<file path="src/rtl/acc_ctrl_pkg.sv">
// Shared constants and state encoding for the module_acc sequencer.
package acc_ctrl_pkg;

  localparam int unsigned PSUM_W       = 15;
  localparam int unsigned DEF_PIX_NUM  = 114 * 114;
  localparam int unsigned DEF_ADDR_BIT = 14;
  localparam int unsigned DEF_CH_BIT   = 8;

  localparam logic [1:0] IDLE  = 2'd0;
  localparam logic [1:0] RUN   = 2'd1;
  localparam logic [1:0] DRAIN = 2'd2;
  localparam logic [1:0] DONE  = 2'd3;

  typedef enum logic [1:0] {
    StIdle  = IDLE,
    StRun   = RUN,
    StDrain = DRAIN,
    StDone  = DONE
  } state_e;

endpackage

</file>
<file path="src/rtl/acc_ctrl_if.sv">
// Partial-sum pixel stream plus the module_acc RAM/flag port bundle.
interface acc_ctrl_if
  import acc_ctrl_pkg::*;
#(
  parameter int unsigned ADDR_BIT = DEF_ADDR_BIT
);
  logic                pix_valid;
  logic                pix_ready;
  logic [PSUM_W-1:0]   pix_data;
  logic                pix_zero;
  logic                read_en;
  logic [ADDR_BIT-1:0] read_addr;
  logic                write_en;
  logic [ADDR_BIT-1:0] write_addr;
  logic [PSUM_W-1:0]   curr_data;
  logic                prev_data_zero;
  logic                curr_data_zero;
  logic                final_valid;

  modport master (
    output pix_valid, pix_data, pix_zero,
    input  pix_ready, read_en, read_addr, write_en, write_addr, curr_data,
    input  prev_data_zero, curr_data_zero, final_valid
  );

  modport slave (
    input  pix_valid, pix_data, pix_zero,
    output pix_ready, read_en, read_addr, write_en, write_addr, curr_data,
    output prev_data_zero, curr_data_zero, final_valid
  );
endinterface

</file>
<file path="src/rtl/acc_ctrl_pipe.sv">
// Two-stage delay line aligning data/flags with the RAM read and the adder output.
module acc_ctrl_pipe
  import acc_ctrl_pkg::*;
#(
  parameter int unsigned ADDR_BIT = DEF_ADDR_BIT
) (
  input  logic                clk,
  input  logic                rst,
  input  logic                in_valid,
  input  logic [ADDR_BIT-1:0] in_addr,
  input  logic [PSUM_W-1:0]   in_data,
  input  logic                in_zero,
  input  logic                in_first,
  input  logic                in_last,
  output logic                s1_valid,
  output logic [PSUM_W-1:0]   curr_data,
  output logic                curr_data_zero,
  output logic                prev_data_zero,
  output logic                write_en,
  output logic [ADDR_BIT-1:0] write_addr,
  output logic                final_valid
);

  logic [ADDR_BIT-1:0] s1_addr;
  logic                s1_last;

  // Empty stages hold all-zero payload so downstream never sees stale flags.
  always_ff @(posedge clk or posedge rst) begin
    if (rst) begin
      s1_valid       <= 1'b0;
      s1_addr        <= '0;
      s1_last        <= 1'b0;
      curr_data      <= '0;
      curr_data_zero <= 1'b0;
      prev_data_zero <= 1'b0;
      write_en       <= 1'b0;
      write_addr     <= '0;
      final_valid    <= 1'b0;
    end else begin
      s1_valid       <= in_valid;
      s1_addr        <= in_valid ? in_addr : '0;
      s1_last        <= in_valid & in_last;
      curr_data      <= in_valid ? in_data : '0;
      curr_data_zero <= in_valid & in_zero;
      prev_data_zero <= in_valid & in_first;
      write_en       <= s1_valid;
      write_addr     <= s1_valid ? s1_addr : '0;
      final_valid    <= s1_valid & s1_last;
    end
  end

endmodule

</file>
<file path="src/rtl/acc_ctrl.sv">
// Layer sequencer feeding module_acc: FSM, pixel/channel counters and the alignment pipe.
module acc_ctrl
  import acc_ctrl_pkg::*;
#(
  parameter int unsigned PIX_NUM  = DEF_PIX_NUM,
  parameter int unsigned ADDR_BIT = DEF_ADDR_BIT,
  parameter int unsigned CH_BIT   = DEF_CH_BIT
) (
  input  logic              clk,
  input  logic              rst,
  input  logic              start,
  input  logic [CH_BIT-1:0] num_ch,
  output logic              busy,
  output logic              done,
  acc_ctrl_if.slave         bus
);

  localparam logic [ADDR_BIT-1:0] LAST_PIX = ADDR_BIT'(PIX_NUM - 1);

  state_e              state_q;
  logic [ADDR_BIT-1:0] pix_cnt_q;
  logic [CH_BIT-1:0]   ch_cnt_q;
  logic [CH_BIT-1:0]   num_ch_q;
  logic                busy_q;
  logic                done_q;
  logic                pix_ready_q;
  logic                s1_valid;
  logic                accept;
  logic                last_pix;
  logic                first_ch;
  logic                last_ch;

  assign accept   = bus.pix_valid & pix_ready_q;
  assign last_pix = (pix_cnt_q == LAST_PIX);
  assign first_ch = (ch_cnt_q == '0);
  assign last_ch  = (ch_cnt_q == num_ch_q - CH_BIT'(1));

  assign busy          = busy_q;
  assign done          = done_q;
  assign bus.pix_ready = pix_ready_q;
  assign bus.read_en   = accept;
  assign bus.read_addr = pix_cnt_q;

  always_ff @(posedge clk or posedge rst) begin
    if (rst) begin
      state_q     <= StIdle;
      pix_cnt_q   <= '0;
      ch_cnt_q    <= '0;
      num_ch_q    <= '0;
      busy_q      <= 1'b0;
      done_q      <= 1'b0;
      pix_ready_q <= 1'b0;
    end else begin
      done_q <= 1'b0;
      unique case (state_q)
        StIdle: begin
          if (start) begin
            busy_q <= 1'b1;
            if (num_ch != '0) begin
              num_ch_q    <= num_ch;
              pix_cnt_q   <= '0;
              ch_cnt_q    <= '0;
              pix_ready_q <= 1'b1;
              state_q     <= StRun;
            end else begin
              done_q  <= 1'b1;
              state_q <= StDone;
            end
          end
        end
        StRun: begin
          if (accept) begin
            if (last_pix) begin
              pix_cnt_q <= '0;
              ch_cnt_q  <= ch_cnt_q + CH_BIT'(1);
              if (last_ch) begin
                pix_ready_q <= 1'b0;
                state_q     <= StDrain;
              end
            end else begin
              pix_cnt_q <= pix_cnt_q + ADDR_BIT'(1);
            end
          end
        end
        // Stage 2 empties on the same edge stage 1 is seen empty.
        StDrain: begin
          if (!s1_valid) begin
            done_q  <= 1'b1;
            state_q <= StDone;
          end
        end
        StDone: begin
          busy_q  <= 1'b0;
          state_q <= StIdle;
        end
        default: state_q <= StIdle;
      endcase
    end
  end

  acc_ctrl_pipe #(
    .ADDR_BIT(ADDR_BIT)
  ) u_pipe (
    .clk           (clk),
    .rst           (rst),
    .in_valid      (accept),
    .in_addr       (pix_cnt_q),
    .in_data       (bus.pix_data),
    .in_zero       (bus.pix_zero),
    .in_first      (first_ch),
    .in_last       (last_ch),
    .s1_valid      (s1_valid),
    .curr_data     (bus.curr_data),
    .curr_data_zero(bus.curr_data_zero),
    .prev_data_zero(bus.prev_data_zero),
    .write_en      (bus.write_en),
    .write_addr    (bus.write_addr),
    .final_valid   (bus.final_valid)
  );

endmodule

</file>
<file path="src/flat_wrapper.sv">
// flat-port wrapper written by rule: the top's interface ports become plain ports
module acc_ctrl_flat import acc_ctrl_pkg::*;
#(
  parameter int unsigned PIX_NUM  = DEF_PIX_NUM,
  parameter int unsigned ADDR_BIT = DEF_ADDR_BIT,
  parameter int unsigned CH_BIT   = DEF_CH_BIT
)
  (clk, rst, start, num_ch, busy, done, bus_pix_valid, bus_pix_data, bus_pix_zero, bus_pix_ready, bus_read_en, bus_read_addr, bus_write_en, bus_write_addr, bus_curr_data, bus_prev_data_zero, bus_curr_data_zero, bus_final_valid);
  acc_ctrl_if #(.ADDR_BIT(ADDR_BIT)) bus_i ();
  input  logic clk;
  input  logic rst;
  input  logic start;
  input  logic [CH_BIT-1:0] num_ch;
  output logic busy;
  output logic done;
  input wire logic [$bits(bus_i.pix_valid)-1:0] bus_pix_valid;
  input wire logic [$bits(bus_i.pix_data)-1:0] bus_pix_data;
  input wire logic [$bits(bus_i.pix_zero)-1:0] bus_pix_zero;
  output wire logic [$bits(bus_i.pix_ready)-1:0] bus_pix_ready;
  output wire logic [$bits(bus_i.read_en)-1:0] bus_read_en;
  output wire logic [$bits(bus_i.read_addr)-1:0] bus_read_addr;
  output wire logic [$bits(bus_i.write_en)-1:0] bus_write_en;
  output wire logic [$bits(bus_i.write_addr)-1:0] bus_write_addr;
  output wire logic [$bits(bus_i.curr_data)-1:0] bus_curr_data;
  output wire logic [$bits(bus_i.prev_data_zero)-1:0] bus_prev_data_zero;
  output wire logic [$bits(bus_i.curr_data_zero)-1:0] bus_curr_data_zero;
  output wire logic [$bits(bus_i.final_valid)-1:0] bus_final_valid;
  assign bus_i.pix_valid = bus_pix_valid;
  assign bus_i.pix_data = bus_pix_data;
  assign bus_i.pix_zero = bus_pix_zero;
  assign bus_pix_ready = bus_i.pix_ready;
  assign bus_read_en = bus_i.read_en;
  assign bus_read_addr = bus_i.read_addr;
  assign bus_write_en = bus_i.write_en;
  assign bus_write_addr = bus_i.write_addr;
  assign bus_curr_data = bus_i.curr_data;
  assign bus_prev_data_zero = bus_i.prev_data_zero;
  assign bus_curr_data_zero = bus_i.curr_data_zero;
  assign bus_final_valid = bus_i.final_valid;
  acc_ctrl #(.PIX_NUM(PIX_NUM), .ADDR_BIT(ADDR_BIT), .CH_BIT(CH_BIT)) u_core (.clk(clk), .rst(rst), .start(start), .num_ch(num_ch), .busy(busy), .done(done), .bus(bus_i));
endmodule
</file>
<file path="config.mk">
export PLATFORM = sky130hd
export DESIGN_NAME = acc_ctrl_flat
export DESIGN_NICKNAME = d
export VERILOG_FILES = /design/src/rtl/acc_ctrl_pkg.sv /design/src/rtl/acc_ctrl_if.sv /design/src/rtl/acc_ctrl_pipe.sv /design/src/rtl/acc_ctrl.sv /design/src/flat_wrapper.sv
export SDC_FILE = /design/constraint.sdc
export NUM_CORES = 1
export LEC_CHECK = 0
export BUFFER_PORTS_ARGS = -buffer_cell sky130_fd_sc_hd__buf_2
export CAP_MARGIN = 30
export CORE_ASPECT_RATIO = 2
export CORE_MARGIN = 2
export CORE_UTILIZATION = 40
export CTS_CLUSTER_SIZE = 8
export DETAILED_ROUTE_END_ITERATION = 6
export SYNTH_ARGS = -nofsm -noshare
export SYNTH_HDL_FRONTEND = slang
export SYNTH_HIERARCHICAL = 1
export SYNTH_SLANG_ARGS = --single-unit
export TNS_END_PERCENT = 30
</file>
<file path="constraint.sdc">
create_clock -name clk -period 4.61 [get_ports clk]
set_clock_uncertainty 0.05 [all_clocks]
set_input_delay 0.2305 -clock clk [delete_from_list [all_inputs] [get_ports clk]]
set_output_delay 0.2305 -clock clk [all_outputs]
set_load 0.02 [all_outputs]
</file>
# ---- After elaboration in Yosys (flattened, before gate mapping)
# Index checks and enable logic that the tools add are counted.
dict set report word_totals {
  reg_bits 84
  latchBits 0
  ram_bits 0
  rom_bits 0
  inputBits 28
  output_inout_bits 51
  wordCells 78
  memories 0
}
dict set report classes {
  n_addsub 3
  multipliers 0
  div 0
  magnitude_cmp 0
  eq_ne 11
  shift 0
  n_mux 32
  bitwise_logic 5
  n_reduce_logical 11
}
# cell n
set op_table {}
lappend op_table {{2-to-1 mux 14 bit} 6}
lappend op_table {{2-to-1 mux 8 bit} 4}
lappend op_table {{one-hot mux 14 bit (2 select lines)} 1}
lappend op_table {{one-hot mux 8 bit (2 select lines)} 1}
lappend op_table {{2-to-1 mux 15 bit} 1}
lappend op_table {{adder 14 x 1 -> 14 bit, second input constant} 1}
lappend op_table {{== test 14 bit, second input constant} 1}
lappend op_table {{2-to-1 mux 2 bit} 6}
lappend op_table {{AND reduction 5 bit} 2}
lappend op_table {{2-to-1 mux 1 bit} 9}
lappend op_table {{adder 8 x 1 -> 8 bit, second input constant} 1}
lappend op_table {{== test 8 bit} 1}
lappend op_table {{logical NOT 8 bit} 1}
lappend op_table {{!= test 2 bit, second input constant} 4}
lappend op_table {{one-hot mux 2 bit (4 select lines)} 1}
lappend op_table {{nonzero test 8 bit} 1}
lappend op_table {{subtractor 8 x 1 -> 8 bit, second input constant} 1}
lappend op_table {{one-hot mux 1 bit (2 select lines)} 3}
lappend op_table {{AND reduction 6 bit} 1}
lappend op_table {{bitwise AND 1 bit} 5}
lappend op_table {{== test 2 bit, second input constant} 2}
lappend op_table {{!= test 2 x 1 -> 1 bit, second input constant} 2}
lappend op_table {{AND reduction 4 bit} 1}
lappend op_table {{nonzero test 2 bit} 2}
lappend op_table {{other kinds (4)} 4}

# ---- Depth between registers and ports, before layout
dict set report logic_depth {
  word_depth 6
  ltp_mapped 10
}

# ---- By module
# The synthesis kept the hierarchy.
# mod instances cells_per_inst area_each_um2
set by_module_without_submodules {}
lappend by_module_without_submodules {acc_ctrl 1 223 2100.8}
lappend by_module_without_submodules {acc_ctrl_pipe 1 101 1584.0}

# ---- Worst setup path after synthesis
# OpenSTA, ideal clock, no wires.
dict set report synth_path {
  path_type {register to register}
  start {register u_core.pix_cnt_q[4], in the netlist u_core/bus.read_addr[4]}
  end {register u_core.ch_cnt_q[5]}
  arrival_ns 2.316
  required_ns 4.482
  path_slack_ns 2.166
  stages_incl_launch_ff 7
  synth_period_minus_slack_ns 2.444
  path_cell_list {dfrtp_1 > or4b_4 > o41ai_4 > o211ai_2 > or2_1 > or3_1 > a21oi_1}
}
dict set report synth_via {
  elab_chain_cells 3
}
# item line_no
set synth_rtl {}
lappend synth_rtl {{start: declaration} acc_ctrl.sv:21} ;# logic [ADDR_BIT-1:0] pix_cnt_q;
lappend synth_rtl {{start signal: assignment} acc_ctrl.sv:81} ;# pix_cnt_q <= pix_cnt_q + ADDR_BIT'(1);
lappend synth_rtl {{== test 14 bit} acc_ctrl.sv:34} ;# assign last_pix = (pix_cnt_q == LAST_PIX);
lappend synth_rtl {{!= test 2 x 1 -> 1 bit (no line)} n/a}
lappend synth_rtl {{AND reduction 5 bit (no line)} n/a}
lappend synth_rtl {{end signal: assignment} acc_ctrl.sv:75} ;# ch_cnt_q <= ch_cnt_q + CH_BIT'(1);
lappend synth_rtl {{end: declaration} acc_ctrl.sv:22} ;# logic [CH_BIT-1:0] ch_cnt_q;
# No other way between the ends.
# A chain may end at the register's enable or synchronous reset.

# ---- Final worst setup path
dict set report layout_path {
  start {register u_core.num_ch_q[0]}
  end {register u_core.state_q[1]}
}
dict set report layout_via {
  elab_chain_cells 4
}
# item line_no
set layout_rtl {}
lappend layout_rtl {{start: declaration} acc_ctrl.sv:23} ;# logic [CH_BIT-1:0] num_ch_q;
lappend layout_rtl {{start signal: assignment} acc_ctrl.sv:60} ;# num_ch_q <= num_ch;
lappend layout_rtl {{subtractor 8 x 1 -> 8 bit} acc_ctrl.sv:36} ;# assign last_ch = (ch_cnt_q == num_ch_q - CH_BIT'(1));
lappend layout_rtl {{== test 8 bit} acc_ctrl.sv:36}
lappend layout_rtl {{!= test 2 bit (no line)} n/a}
lappend layout_rtl {{AND reduction 5 bit (no line)} n/a}
lappend layout_rtl {{end signal: assignment} acc_ctrl.sv:46} ;# state_q <= StIdle;
lappend layout_rtl {{end signal: assignment} acc_ctrl.sv:64} ;# state_q <= StRun;
lappend layout_rtl {{end signal: assignment} acc_ctrl.sv:67} ;# state_q <= StDone;
lappend layout_rtl {{end: declaration} acc_ctrl.sv:20} ;# state_e state_q;
# No other way between the ends.

==> impl_metrics.tcl <==
set metrics [dict create \
    routed_wl_mm 8.070 \
    path_clk_slew_ns 0.06 \
    insertion_delay_ns 0.34 \
    grtUsageMet3 0.03693 \
    syn2layout_area_growth_pct 23.06 \
    syn-num-nets 360 \
    crit_family "simple AND/OR/NAND/NOR gates" \
    drt_iter0_drc 175 \
    ys_async_sr_fraction 1.000 \
    die_area_um2 10040 \
    grt_pass1_wl_mm 13.54 \
    maxSlewHeadroom 0.4849 \
    rsz0062_at_grt "false" \
    hp-class "primary input to register" \
    cp_max_fo 4 \
    clockRootBuffer "clkbuf_16" \
    setup_viol 0 \
    rr_worst_depth 8 \
    ctsResizeCount 0 \
    syn_inst 324 \
    status "finished, final reports clean" \
    finalWeightedCongestion 0.8297 \
    hold_path_end "u_core/u_pipe/curr_data[0]" \
    r2r_end "u_core/state_q[1]" \
    rows 49 \
    timing.final.hold_violations 0 \
    max_freq_mhz 373.4 \
    drv_slew 0 \
    firstDrtPassIters 4 \
    final_common_cell "dfrtp_1" \
    p_leak_nw 2.373 \
    cap_violations 0 \
    crit_path_end_kind "register" \
    route.antenna.remaining_nets 0 \
    cts_sinks 84 \
    vias 2674 \
    crit_arrival_ns 2.89 \
    antenna_cells 0 \
    busiest_layer "met2" \
    crit_chain "inv_1 -> ha_1 -> nor3b_1 -> a21oi_1 -> nor4b_1 -> o2111ai_1 -> a222oi_1 -> mux2i_1" \
    yosysWarnings 6 \
    fp.dieW_um 71.87 \
    grt_pass1_vias 2675 \
    r2r_start "u_core/num_ch_q[0]" \
    worstSetupStartpointType "register" \
    vias_per_cell 5.202 \
    post-route-min-period_ns 2.678 \
    grt_use_met1 0.1873 \
    grt_usage 0.1766 \
    synth_area_per_cell_um2 11.37 \
    wire_per_inst_um 15.70 \
    antenna_found_initial 0 \
    worstMarginPinSlew_ns 0.7718 \
    r2r_setup_slack_ns 1.93 \
    fp.dieH_um 139.7 \
    critPathBufInv 1 \
    grt_overflow 0 \
    ys_seq_area_frac 0.5705 \
    ys_ff_latch 84 \
    htreeDepth 3 \
    finalCritPeriodShare 0.5809 \
    whs_path_depth 2 \
    place_hpwl_mm 5.872 \
    grt.met2_usage 0.3148 \
    min_from "bus_pix_data[0]" \
    cts_tree "built" \
    setup_tns_ns 0 \
    initial_core_util 0.4117 \
    synthFlopType "dfrtp_1" \
    synthesis.area_um2 3685 \
    required_ns 4.82 \
    io_pins 79 \
    final_cell_mix "84 x dfrtp_1, 78 x buf_2, 32 x and2_2" \
    vdd_ir_drop_max_mv 0.1838 \
    cp_slowest_cell "nor4b_1" \
    max_stage_delay_ns 0.50 \
    core_area_um2 8951 \
    synth-edff-count 0 \
    powerDensity_nw_per_um2 341.1 \
    clock_path_buffers 2 \
    drive_gt1_frac 0.3544 \
    drc_errors 0 \
    crit_type "register to register" \
    post-route-util 0.5066 \
    layout.nets 443 \
    numPortBuffers 78 \
    yosysUniqueCellTypes 52 \
    cts_buffers 9 \
    grt_max_degree 36 \
]
==> metal layers <==
metal	wire (um)	share of wire
met5	0	0
met4	251	0.031
met3	371	0.046
met2	4551	0.56
met1	2896	0.36
==> synthesized netlist by cell type, drive strengths merged, types with 2 or more instances <==
cell type	count	area, um^2
nand2b	4	25.02
o21ai	15	75.07
nor4b	3	26.28
and4	2	18.77
mux2	6	67.56
and2	47	334.1
or2	3	18.77
a21oi	8	40.04
or4b	3	33.78
nor3	3	15.01
nand2	19	71.32
o211a	2	20.02
o31ai	2	15.01
xor2	8	70.07
nor4	8	50.05
o41ai	2	36.29
or3	4	25.02
nor2b	3	18.77
inv	13	48.80
nor2	19	71.32
nand3b	2	15.01
clkbuf	10	42.54
and3	2	12.51
ha	8	100.1
or3b	2	17.52
nor3b	3	22.52
nand3	11	55.05
dfrtp	84	2102
xnor2	11	96.34
nand4	2	12.51
==> cell families after synthesis <==
family | after synthesis | share of synthesized area
fa+ha+maj | 8 | 0.02717
compound gates | 39 | 0.07403
simple gates | 143 | 0.2363
buf+inv | 24 | 0.02581
mux | 7 | 0.02105
xor+xnor | 19 | 0.04516
flops | 84 | 0.5705
==> sequential cells by signal, summed over array words and instances (netlist names) <==
signal,count
u_core/u_pipe/prev_data_zero,1
u_core/bus.read_addr,14
u_core/busy,1
u_core/u_pipe/write_en,1
u_core/ch_cnt_q,8
u_core/bus.pix_ready,1
u_core/done,1
u_core/state_q,2
u_core/u_pipe/final_valid,1
u_core/u_pipe/s1_valid,1
u_core/num_ch_q,8
u_core/u_pipe/curr_data_zero,1
u_core/u_pipe/curr_data,15
u_core/u_pipe/write_addr,14
u_core/u_pipe/s1_last,1
u_core/u_pipe/s1_addr,14
==> layout make-up <==
cell class | count | area [um^2]
timing repair buffer | 83 | 442.9
sequential | 84 | 2102
fill | 829 | 4417
clock buffer | 11 | 242.7
inverter | 13 | 48.80
tap | 102 | 127.6
clock inverter | 5 | 82.58
multi-input combinational | 216 | 1488
==> where the power goes <==
group | switching [mW] | internal, mW | total [mW] | leakage (nW)
Sequential | 0 | 0.737 | 0.737 | 1.15
Combinational | 0.0189 | 0.0113 | 0.0301 | 1.07
Clock | 0.288 | 0.491 | 0.779 | 0.160
==> stage by stage <==
stage	hold slack, ns	cell area [um^2]	power [mW]	setup WS (ns)	std cells
2_1_floorplan	0.2973	3685	0.7625	2.166	324
3_3_place_gp	0.3235	4172	0.7790	1.757	495
3_5_place_dp	0.1969	4199	0.7818	1.919	497
4_1_cts	0.05823	4534	1.568	1.908	514
5_1_grt	0.06115	4534	1.608	1.762	514
6_report	0.06983	4534	1.547	1.932	514
==> timing repair <==
item                      CTS  global route
hold buffers                1             0
hold endpoints to repair   51             0
buffers inserted            0             0
==> worst max-delay path by stage <==
stage	start	to	slack (ns)	cells past startpoint
after floorplan	u_core/bus.read_addr[4]	u_core/ch_cnt_q[5]	2.17	6
after global placement	u_core/state_q[0]	u_core/bus.pix_ready	1.76	9
after detailed placement	u_core/bus.read_addr[0]	u_core/state_q[1]	1.92	7
after CTS	u_core/bus.read_addr[0]	u_core/state_q[1]	1.91	7
after global routing	u_core/bus.read_addr[0]	u_core/state_q[1]	1.76	7
final	u_core/num_ch_q[0]	u_core/state_q[1]	1.93	8
Power figures use the tool's default switching activity.
